**config.mk**
```make
export PLATFORM = sky130hd
export DESIGN_NAME = aes_io_loader
export DESIGN_NICKNAME = d
export VERILOG_FILES = /design/src/rtl/aes_io_loader.sv
export SDC_FILE = /design/constraint.sdc
export NUM_CORES = 1
export LEC_CHECK = 0
export CAP_MARGIN = 40
export CORE_AREA = 2 2 232 234
export DETAILED_ROUTE_END_ITERATION = 10
export DIE_AREA = 0 0 234 236
export PLACE_DENSITY = 0.69
export SYNTH_ARGS = -nofsm -noshare
export SYNTH_HDL_FRONTEND = slang
export SYNTH_SLANG_ARGS = --single-unit
```
**constraint.sdc**
```tcl
create_clock -name clk -period 2.5 [get_ports clk]
set_clock_uncertainty 0.2 [all_clocks]
set_input_delay 0.5 -clock clk [delete_from_list [all_inputs] [get_ports clk]]
set_output_delay 0.5 -clock clk [all_outputs]
set_load 0.1 [all_outputs]
```
**src/rtl/aes_io_loader.sv**
```systemverilog
// aes_io_loader: bus front-end for the AES round-control FSM.
// Takes a per-operation configuration, streams in the key and one 128-bit block
// over a 32-bit valid/ready port, starts the FSM, and then streams the 128-bit
// result back out as four words, most significant first.
// Optional feature: define AES_IO_KEY_REUSE_EN to let an operation skip the key
// load and reuse the key already held, provided the mode is unchanged.
module aes_io_loader #(
  parameter int WORD_W = 32,
  parameter int KEY_W  = 256
) (
  input  logic              clk,
  input  logic              reset,
  input  logic              cfg_valid,
  output logic              cfg_ready,
  input  logic [1:0]        cfg_mode,
  input  logic              cfg_enc_dec,
  input  logic              cfg_key_reuse,
  input  logic              in_valid,
  output logic              in_ready,
  input  logic [WORD_W-1:0] in_data,
  output logic              aes_start,
  output logic [1:0]        aes_mode,
  output logic              aes_enc_dec,
  output logic [3:0]        aes_round_amount,
  output logic [KEY_W-1:0]  aes_key,
  output logic [127:0]      aes_block,
  input  logic              aes_done,
  input  logic [127:0]      aes_result,
  output logic              out_valid,
  input  logic              out_ready,
  output logic [WORD_W-1:0] out_data,
  output logic              out_last,
  output logic              busy,
  output logic              err
);

  typedef enum logic [2:0] {
    S_IDLE      = 3'd0,
    S_LOAD_KEY  = 3'd1,
    S_LOAD_DATA = 3'd2,
    S_START     = 3'd3,
    S_WAIT      = 3'd4,
    S_DRAIN     = 3'd5
  } state_t;

  state_t              r_state;
  state_t              w_next;

  logic [1:0]          r_mode;
  logic                r_enc_dec;
  logic [3:0]          r_rounds;
  logic [KEY_W-1:0]    r_key;
  logic [127:0]        r_block;
  logic [127:0]        r_result;
  logic [2:0]          r_wcnt;
  logic [1:0]          r_ocnt;
  logic                r_err;

  logic                w_cfg_hs;
  logic                w_in_hs;
  logic                w_out_hs;
  logic                w_mode_legal;
  logic                w_reuse_go;
  logic                w_reuse_bad;
  logic                w_set_err;
  logic                w_cfg_accept;
  logic [2:0]          w_key_last;

  // Number of full AES rounds for each legal mode; the illegal code never gets stored.
  function automatic logic [3:0] f_rounds(input logic [1:0] mode);
    case (mode)
      2'b00:   return 4'd10;
      2'b01:   return 4'd12;
      2'b10:   return 4'd14;
      default: return 4'd0;
    endcase
  endfunction

  // Handshakes are decoded from the state directly so they do not loop through the ready outputs.
  assign w_cfg_hs     = cfg_valid & reset & (r_state == S_IDLE);
  assign w_in_hs      = in_valid & ((r_state == S_LOAD_KEY) | (r_state == S_LOAD_DATA));
  assign w_out_hs     = out_ready & (r_state == S_DRAIN);
  assign w_mode_legal = (cfg_mode != 2'b11);

  // Index of the final key word: 3, 5 or 7 for 4, 6 or 8 key words.
  assign w_key_last   = {r_mode, 1'b1} + 3'd2;

`ifdef AES_IO_KEY_REUSE_EN
  logic r_key_valid;

  // A key counts as loaded once its final word has been accepted; only reset forgets it.
  always_ff @(posedge clk or negedge reset) begin
    if (!reset) begin
      r_key_valid <= 1'b0;
    end else if (w_in_hs && (r_state == S_LOAD_KEY) && (r_wcnt == w_key_last)) begin
      r_key_valid <= 1'b1;
    end
  end

  assign w_reuse_go  = cfg_key_reuse & r_key_valid & (cfg_mode == r_mode);
  assign w_reuse_bad = cfg_key_reuse & r_key_valid & (cfg_mode != r_mode);
`else
  logic w_unused_key_reuse;

  assign w_unused_key_reuse = cfg_key_reuse;
  assign w_reuse_go         = 1'b0;
  assign w_reuse_bad        = 1'b0;
`endif

  assign w_set_err    = w_cfg_hs & (~w_mode_legal | w_reuse_bad);
  assign w_cfg_accept = w_cfg_hs & ~w_set_err;

  // State register.
  always_ff @(posedge clk or negedge reset) begin
    if (!reset) begin
      r_state <= S_IDLE;
    end else begin
      r_state <= w_next;
    end
  end

  // Next-state decode and the state-driven bus/control outputs.
  always_comb begin
    w_next    = r_state;
    cfg_ready = 1'b0;
    in_ready  = 1'b0;
    aes_start = 1'b0;
    out_valid = 1'b0;
    out_last  = 1'b0;
    out_data  = '0;
    case (r_state)
      S_IDLE: begin
        // Held low while reset is asserted so every output reads zero during reset.
        cfg_ready = reset;
        if (w_cfg_accept) begin
          w_next = w_reuse_go ? S_LOAD_DATA : S_LOAD_KEY;
        end
      end
      S_LOAD_KEY: begin
        in_ready = 1'b1;
        if (w_in_hs && (r_wcnt == w_key_last)) begin
          w_next = S_LOAD_DATA;
        end
      end
      S_LOAD_DATA: begin
        in_ready = 1'b1;
        if (w_in_hs && (r_wcnt == 3'd3)) begin
          w_next = S_START;
        end
      end
      S_START: begin
        aes_start = 1'b1;
        w_next    = S_WAIT;
      end
      S_WAIT: begin
        if (aes_done) begin
          w_next = S_DRAIN;
        end
      end
      S_DRAIN: begin
        out_valid = 1'b1;
        out_last  = (r_ocnt == 2'd3);
        case (r_ocnt)
          2'd0:    out_data = r_result[127:96];
          2'd1:    out_data = r_result[95:64];
          2'd2:    out_data = r_result[63:32];
          default: out_data = r_result[31:0];
        endcase
        if (w_out_hs && (r_ocnt == 2'd3)) begin
          w_next = S_IDLE;
        end
      end
      default: begin
        w_next = S_IDLE;
      end
    endcase
  end

  // Per-operation configuration; left untouched by rejected handshakes.
  always_ff @(posedge clk or negedge reset) begin
    if (!reset) begin
      r_mode    <= 2'b00;
      r_enc_dec <= 1'b0;
      r_rounds  <= 4'd0;
    end else if (w_cfg_accept) begin
      r_mode    <= cfg_mode;
      r_enc_dec <= cfg_enc_dec;
      r_rounds  <= f_rounds(cfg_mode);
    end
  end

  // Sticky error: illegal mode, or a key reuse whose mode differs from the held key.
  always_ff @(posedge clk or negedge reset) begin
    if (!reset) begin
      r_err <= 1'b0;
    end else if (w_set_err) begin
      r_err <= 1'b1;
    end
  end

  // Input word counter restarts on every state change and counts accepted words.
  always_ff @(posedge clk or negedge reset) begin
    if (!reset) begin
      r_wcnt <= 3'd0;
    end else if (w_next != r_state) begin
      r_wcnt <= 3'd0;
    end else if (w_in_hs) begin
      r_wcnt <= r_wcnt + 3'd1;
    end
  end

  // Key register: first word also clears the LSBs that shorter keys leave unused.
  always_ff @(posedge clk or negedge reset) begin
    if (!reset) begin
      r_key <= '0;
    end else if (w_in_hs && (r_state == S_LOAD_KEY)) begin
      if (r_wcnt == 3'd0) begin
        r_key <= {in_data, {(KEY_W-WORD_W){1'b0}}};
      end else begin
        for (int k = 1; k < 8; k++) begin
          if (r_wcnt == 3'(k)) begin
            r_key[KEY_W-1-WORD_W*k -: WORD_W] <= in_data;
          end
        end
      end
    end
  end

  // Data block register, most significant word arrives first.
  always_ff @(posedge clk or negedge reset) begin
    if (!reset) begin
      r_block <= '0;
    end else if (w_in_hs && (r_state == S_LOAD_DATA)) begin
      for (int k = 0; k < 4; k++) begin
        if (r_wcnt == 3'(k)) begin
          r_block[127-WORD_W*k -: WORD_W] <= in_data;
        end
      end
    end
  end

  // Result capture on done (only while waiting) and the output word index.
  always_ff @(posedge clk or negedge reset) begin
    if (!reset) begin
      r_result <= '0;
      r_ocnt   <= 2'd0;
    end else begin
      if ((r_state == S_WAIT) && aes_done) begin
        r_result <= aes_result;
      end
      // Two-bit index wraps back to zero on the final handshake.
      if (w_out_hs) begin
        r_ocnt <= r_ocnt + 2'd1;
      end
    end
  end

  assign aes_mode         = r_mode;
  assign aes_enc_dec      = r_enc_dec;
  assign aes_round_amount = r_rounds;
  assign aes_key          = r_key;
  assign aes_block        = r_block;
  assign busy             = (r_state != S_IDLE);
  assign err              = r_err;

endmodule

```
==> flow_metrics.env, run 1 <==
export IMPL_num_vias=14200
export IMPL_grtUsageTotal=0.233
export IMPL_seq_area_frac_synth=0.628
export IMPL_grt_pass1_vias=15000
export IMPL_ys_types=39
export IMPL_dp_slack_ps=-113
export IMPL_synth_compound_area_frac=0.0284
export IMPL_synth_top_family_by_area="multiplexers"
export IMPL_synth_seq_cells=527
export IMPL_post_route_period_util=1.20
export IMPL_async_flop_share=1.00
export IMPL_synth_edff_count=0
export IMPL_synth_avg_cell_area_sq_um=15.3
export IMPL_critPathBufInv=3
export IMPL_gp_congestion=0.822
export IMPL_final_nets=2222
export IMPL_numCtsBuffers=56
export IMPL_relSlewSlack=0.440
export IMPL_wl_mm=66.1
export IMPL_synth_adder_area_share=0.00834
export IMPL_grt_met3_usage=0.0814
export IMPL_critPathArrivalTime_ps=2300
export IMPL_port_buffers=597
export IMPL_grt_pass1_wl_mm=96.5
export IMPL_grt_met2_usage=0.386
export IMPL_synthCells=1375
export IMPL_yosys_warnings=0
export IMPL_io_pin_count=600
export IMPL_cp_start_kind="flip-flop"
export IMPL_hpwl_mm=46.9
export IMPL_timing_max_cap_violations=0
export IMPL_cpLargestDelayFamily="compound AO/OA/AOI/OAI gates"
export IMPL_synth_xor_area_frac=0.00125
export IMPL_cts_sinks=527
export IMPL_synth_ff_type="dfrtp_1"
export IMPL_core_sq_um=53100
export IMPL_worstMarginPinSlew_ps=840
export IMPL_routedWlPerCell_microns=23.7
export IMPL_dieArea_sq_um=55200
export IMPL_cts_root_buffer_cell="clkbuf_16"
export IMPL_drt_iter0_drc=688
export IMPL_rows=85
export IMPL_antenna_found_initial=10
export IMPL_die_w_microns=234
export IMPL_grt_max_degree=139
export IMPL_violations="negative setup slack"
export IMPL_grt_overflow_total=0
export IMPL_first_pass_iters=6
export IMPL_clock_latency_ps=590
export IMPL_yosys_mux_area_fraction=0.277
export IMPL_die_h_microns=236
export IMPL_routed_via_density=5.10
export IMPL_reg2reg_slack_ps=150
export IMPL_synthesis_nets=1559
export IMPL_synth_simple_area_share=0.0353
export IMPL_initial_utilization=0.396
export IMPL_end_kind="primary output"
export IMPL_htreeDepth=2
export IMPL_grt_busiest_layer="met2"
export IMPL_drc=0
export IMPL_fillers=4319
export IMPL_synth_area_sq_um=21000
export IMPL_grt_setup_unrepaired="yes"
export IMPL_area_growth_pct=44.1
export IMPL_required_ps=1800
export IMPL_crit_type="flip-flop to primary output"
export IMPL_drv_slew=0
export IMPL_period_minus_slack_ps=3000
export IMPL_crit_path_top_delay_cell="dfrtp_2"
export IMPL_drive_gt1_frac=0.581
export IMPL_finalSetupViolCount=33
export IMPL_hp_class="input port to asynchronous set/reset pin"
export IMPL_run_status="complete, but fails checks"
export IMPL_setup_ws_ps=-502
export IMPL_path_cells="inv_2, ha_4, clkbuf_16, a222oi_1, nor2_1, a21oi_2, nor2_4, buf_12"
export IMPL_met1_usage=0.278
export IMPL_finalHoldViolations=0
export IMPL_max_freq_ghz=0.333
export IMPL_critPathMaxStageDelay_ps=410
export IMPL_cts_tree="built"
export IMPL_clockBufferDepth=3
export IMPL_path_clk_slew_ps=60
export IMPL_antenna_left=0
export IMPL_crit_path_max_fanout=16
-- Yosys cell counts, types with 2 or more instances --
master    instances  share of area
a31o_2            2        0.00083
o21ai_0           3        0.00071
nor2_2            3        0.00089
nor3_4            2         0.0015
nor3_1            2        0.00048
inv_1             9         0.0016
a21oi_1          40         0.0095
mux2i_1           2        0.00095
nor2_1           70          0.013
mux2_2          500           0.27
a222oi_1         32          0.015
dfrtp_1         527           0.63
buf_2            40         0.0095
nand2b_1          2        0.00060
or3_1             2        0.00060
clkbuf_1         24         0.0043
and4bb_2          2         0.0012
mux2_1           15         0.0080
xnor2_1           3         0.0013
buf_6             6         0.0032
buf_4             9         0.0032
ha_1             14         0.0083
a31oi_1           2        0.00060
nand4b_1          2        0.00083
nand2_1          15         0.0027
nor2b_1          34          0.010
-- state kept, by name (all words and copies together) (netlist names) --
signal            flops
aes_key             256
aes_block           128
r_result            128
aes_round_amount      3
r_state               3
r_wcnt                3
aes_mode              2
r_ocnt                2
aes_enc_dec           1
err                   1
-- worst paths after layout --
check / startpoint / to / cells past startpoint
max: r_ocnt[0] / out_data[3] / 8
min: reset / r_state[0] / 3
max reg2reg: r_wcnt[0] / aes_key[73] / 7
min reg2reg: err / err / 1
max in group asynchronous: reset / r_result[48] / 4
min in group clk: err / err / 1
-- metrics by stage --
step                hold slack [ps]  std cells  utilization  setup TNS [ps]  area, sq um
floorplan                      4.41       1375            -           -8860        21200
global placement                257       2660        0.526           -6790        27900
detailed placement              269       2660        0.526           -8210        27900
CTS                             275       2772        0.567          -15370        30100
global route                    102       2782        0.570          -18660        30300
finish                         40.7       2785        0.571          -14470        30300
-- layout make-up --
type	count	area, sq um	area share
flip-flops and latches	527	13200	0.436
inverters	9	38.8	0.00128
clock inverters	17	189	0.00624
multi-input cells	760	7750	0.256
repair buffers	684	6480	0.214
diodes	7	17.5	0.000579
well taps	696	871	0.0288
clock buffers	85	1740	0.0576
-- placed cells by master (no fill, tap or decap), types with 3 or more instances in the layout --
| cell | instances |
|---|---|
| dfrtp_1 | 523 |
| mux2_2 | 500 |
| buf_4 | 441 |
| clkdlybuf4s50_1 | 167 |
| buf_12 | 66 |
| clkbuf_16 | 62 |
| nor2_1 | 37 |
| a222oi_1 | 32 |
| nor2b_1 | 32 |
| a21oi_2 | 25 |
| nor2_2 | 21 |
| clkbuf_8 | 19 |
| nor2_4 | 15 |
| a21oi_1 | 14 |
| mux2_1 | 14 |
| ha_1 | 10 |
| nand2_1 | 8 |
| clkbuf_1 | 8 |
| clkinv_2 | 8 |
| diode_2 | 7 |
| inv_1 | 6 |
| nand2_2 | 6 |
| buf_6 | 4 |
| dfrtp_2 | 4 |
| nand2b_4 | 3 |
| xnor2_1 | 3 |
| o21ai_1 | 3 |
| clkinvlp_4 | 3 |
| bufinv_16 | 3 |
-- worst register-to-register path: cells and delay by family, from the launching register on --
kind	cells	cell delay, ps
and+or+nand+nor	2	490
adders and majority gates	1	250
buffers and inverters	2	330
muxes	1	390
AOI/OAI and AO/OA	1	110
DFF	1	450
-- per-layer routing --
layer  share of wire  vias to the layer above
met1            0.38                     7317
met3           0.090                      128
met4           0.035                        2
li1                -                     6270
met2            0.49                      500
met5         0.00020                        -
-- logic make-up (layout without fill, tap and decap cells) --
group / Yosys count / in the layout
AOI/OAI and AO/OA: 83 / 83
xor gates and xnor gates: 3 / 3
buffers and inverters: 88 / 795
muxes: 517 / 517
DFF: 527 / 527
adders and majority gates: 14 / 14
and+or+nand+nor: 142 / 142
other: 1 / 8
-- what timing repair did --
item / CTS / global route
endpoints found under the hold margin: 128 / 0
cloned: 0 / 4
gates resized for setup: 38 / 19
pin swaps: 20 / 24
hold buffers: 1 / 0
setup buffers: 10 / 3
endpoints found under the setup margin: 38 / 37
Power of run 1 is not shown: default switching activity piles up to over one toggle a cycle in this logic, so the estimate is an artifact.
==> inputs of run 2 (changes only) <==
--- a/config.mk
+++ b/config.mk
@@ -9,6 +9,7 @@
 export CORE_AREA = 2 2 232 234
 export DETAILED_ROUTE_END_ITERATION = 10
 export DIE_AREA = 0 0 234 236
+export HOLD_SLACK_MARGIN = 0.05
 export PLACE_DENSITY = 0.69
 export SYNTH_ARGS = -nofsm -noshare
 export SYNTH_HDL_FRONTEND = slang
==> results of run 2 <==
Same layout as run 1: the final DEF is identical, and so are final timing and power.
Power of run 2 is left out for the same reason.
==> inputs of run 3 (changes only) <==
--- a/config.mk
+++ b/config.mk
@@ -11,6 +11,7 @@
 export DIE_AREA = 0 0 234 236
 export HOLD_SLACK_MARGIN = 0.05
 export PLACE_DENSITY = 0.69
+export REMOVE_ABC_BUFFERS = 1
 export SYNTH_ARGS = -nofsm -noshare
 export SYNTH_HDL_FRONTEND = slang
 export SYNTH_SLANG_ARGS = --single-unit
==> run 3 against run 2 <==
The run still ends with negative setup slack left. Via count rose by 1.5%. Fmax fell by 3.0%. Sequential share of layout area fell by 0.33 points. Critical path depth rose by 1. Sequential cell count did not move. Hold slack improved by 250 ps. Cell area rose by 0.74%. Die area did not move. Global-route usage rose by 1.1 points. Largest cell class unchanged. Cell count rose by 1.1%. Non-clock buffer count rose by 39.
==> flow_metrics.env, run 3 (synthesized netlist as in run 1, its figures left out) <==
export IMPL_grt_setup_unrepaired="yes"
export IMPL_routed_via_density=5.12
export IMPL_io_pin_count=600
export IMPL_hp_class="flip-flop to flip-flop"
export IMPL_clock_latency_ps=610
export IMPL_cts_root_buffer_cell="clkbuf_16"
export IMPL_holdWs_ps=294
export IMPL_critPathLaunch="r_ocnt[1]"
export IMPL_setup_tns_ps=-16920
export IMPL_crit_type="flip-flop to primary output"
export IMPL_drive_gt1_frac=0.576
export IMPL_finalSetupViolCount=37
export IMPL_violations="negative setup slack"
export IMPL_run_status="complete, but fails checks"
export IMPL_rows=85
export IMPL_timing_max_cap_violations=0
export IMPL_area_growth_pct=45.2
export IMPL_port_buffers=597
export IMPL_worstMarginPinSlew_ps=604
export IMPL_drc=0
export IMPL_setup_ws_ps=-595
export IMPL_initial_utilization=0.396
export IMPL_first_pass_iters=6
export IMPL_die_h_microns=236
export IMPL_grt_max_degree=118
export IMPL_grt_pass1_wl_mm=99.9
export IMPL_clockBufferDepth=3
export IMPL_cts_tree="built"
export IMPL_grt_overflow_total=0
export IMPL_antenna_found_initial=4
export IMPL_largest_reg_flops=256
export IMPL_num_vias=14400
export IMPL_cts_sinks=527
export IMPL_htreeDepth=2
export IMPL_grtUsageTotal=0.243
export IMPL_die_w_microns=234
export IMPL_reg2reg_from="r_state[1]"
export IMPL_layout_area_seq_sq_um=13200
export IMPL_period_minus_slack_ps=3090
export IMPL_antenna_left=0
export IMPL_path_clk_slew_ps=60
export IMPL_core_sq_um=53100
export IMPL_fillers=4241
export IMPL_final_nets=2260
export IMPL_dieArea_sq_um=55200
export IMPL_grt_pass1_vias=15500
export IMPL_crit_path_max_fanout=15
export IMPL_routedWlPerCell_microns=24.0
export IMPL_numCtsBuffers=55
export IMPL_final_cell_mix="dfrtp_1, mux2_2, buf_4, clkdlybuf4s50_1, buf_12"
export IMPL_min_from="err"
export IMPL_wl_mm=67.5
export IMPL_required_ps=1800
export IMPL_critPathArrivalTime_ps=2390
export IMPL_hpwl_mm=48.6
export IMPL_gp_congestion=0.834
export IMPL_drv_slew=0
export IMPL_post_route_period_util=1.24
export IMPL_final_common_cell="dfrtp_1"
export IMPL_end_kind="primary output"
export IMPL_relSlewSlack=0.598
export IMPL_finalHoldViolations=0
export IMPL_cp_start_kind="flip-flop"
export IMPL_multi_input_area_sq_um=7640
export IMPL_max_freq_ghz=0.323
export IMPL_drt_iter0_drc=707
==> run 3: cell types whose count changed in the layout (fill, tap and decap cells not counted), sizes merged, moves of 2 or more <==
cell / before / now
buf: 512 / 552
clkinv: 11 / 9
clkbuf: 89 / 84
inv: 9 / 11
diode: 7 / 1
bufbuf: 0 / 3
==> run 3: layout make-up <==
class,instances,share of cell area
clock inverter,17,0.00541
clock buffer,84,0.0536
antenna,1,0.0000820
multi-input combinational,760,0.251
timing repair buffer,723,0.228
sequential,527,0.432
tap,696,0.0285
inverter,9,0.00131
==> run 3: worst paths after layout <==
check	slack, ps	cells past startpoint	end
max	-590	9	out_data[16]
min	290	1	err
max reg2reg	120	6	aes_key[160]
min reg2reg	290	1	err
max in group asynchronous	710	4	aes_key[128]
min in group asynchronous	400	3	r_result[105]
==> run 3: per-stage QoR <==
stage	std cells	utilization	setup slack, ps	area, sq um
6_report	2817	0.575	-595	30500
5_1_grt	2817	0.575	-736	30500
4_1_cts	2806	0.570	-664	30300
3_5_place_dp	2689	0.530	-121	28100
3_3_place_gp	2689	0.530	-99.3	28100
2_1_floorplan	1296	-	-1410	20600
==> run 3: timing repair <==
item / in CTS / in global routing
resized for setup: 31 / 55
endpoints found under the setup margin: 37 / 46
hold endpoints to repair: 71 / 0
pin swaps: 22 / 41
gates cloned: 3 / 0
hold buffers: 1 / 0
setup buffers: 12 / 13
==> run 3: worst max-delay path, stage by stage (launching register included) <==
cell	delay, ps
dfrtp_1	410
inv_2	90
ha_4	170
buf_12	150
buf_4	160
a222oi_1	320
nor2_1	100
a21oi_2	150
nor2_2	70
buf_12	160
==> run 3: metal layers <==
layer | vias up | global-route usage | wire length (microns)
met5 | - | 0 | 13
met2 | 493 | 0.425 | 34000
met4 | 2 | 0.0783 | 2330
met3 | 115 | 0.0862 | 5960
li1 | 6345 | - | -
met1 | 7472 | 0.276 | 25200
Power of run 3 is left out for the same reason.
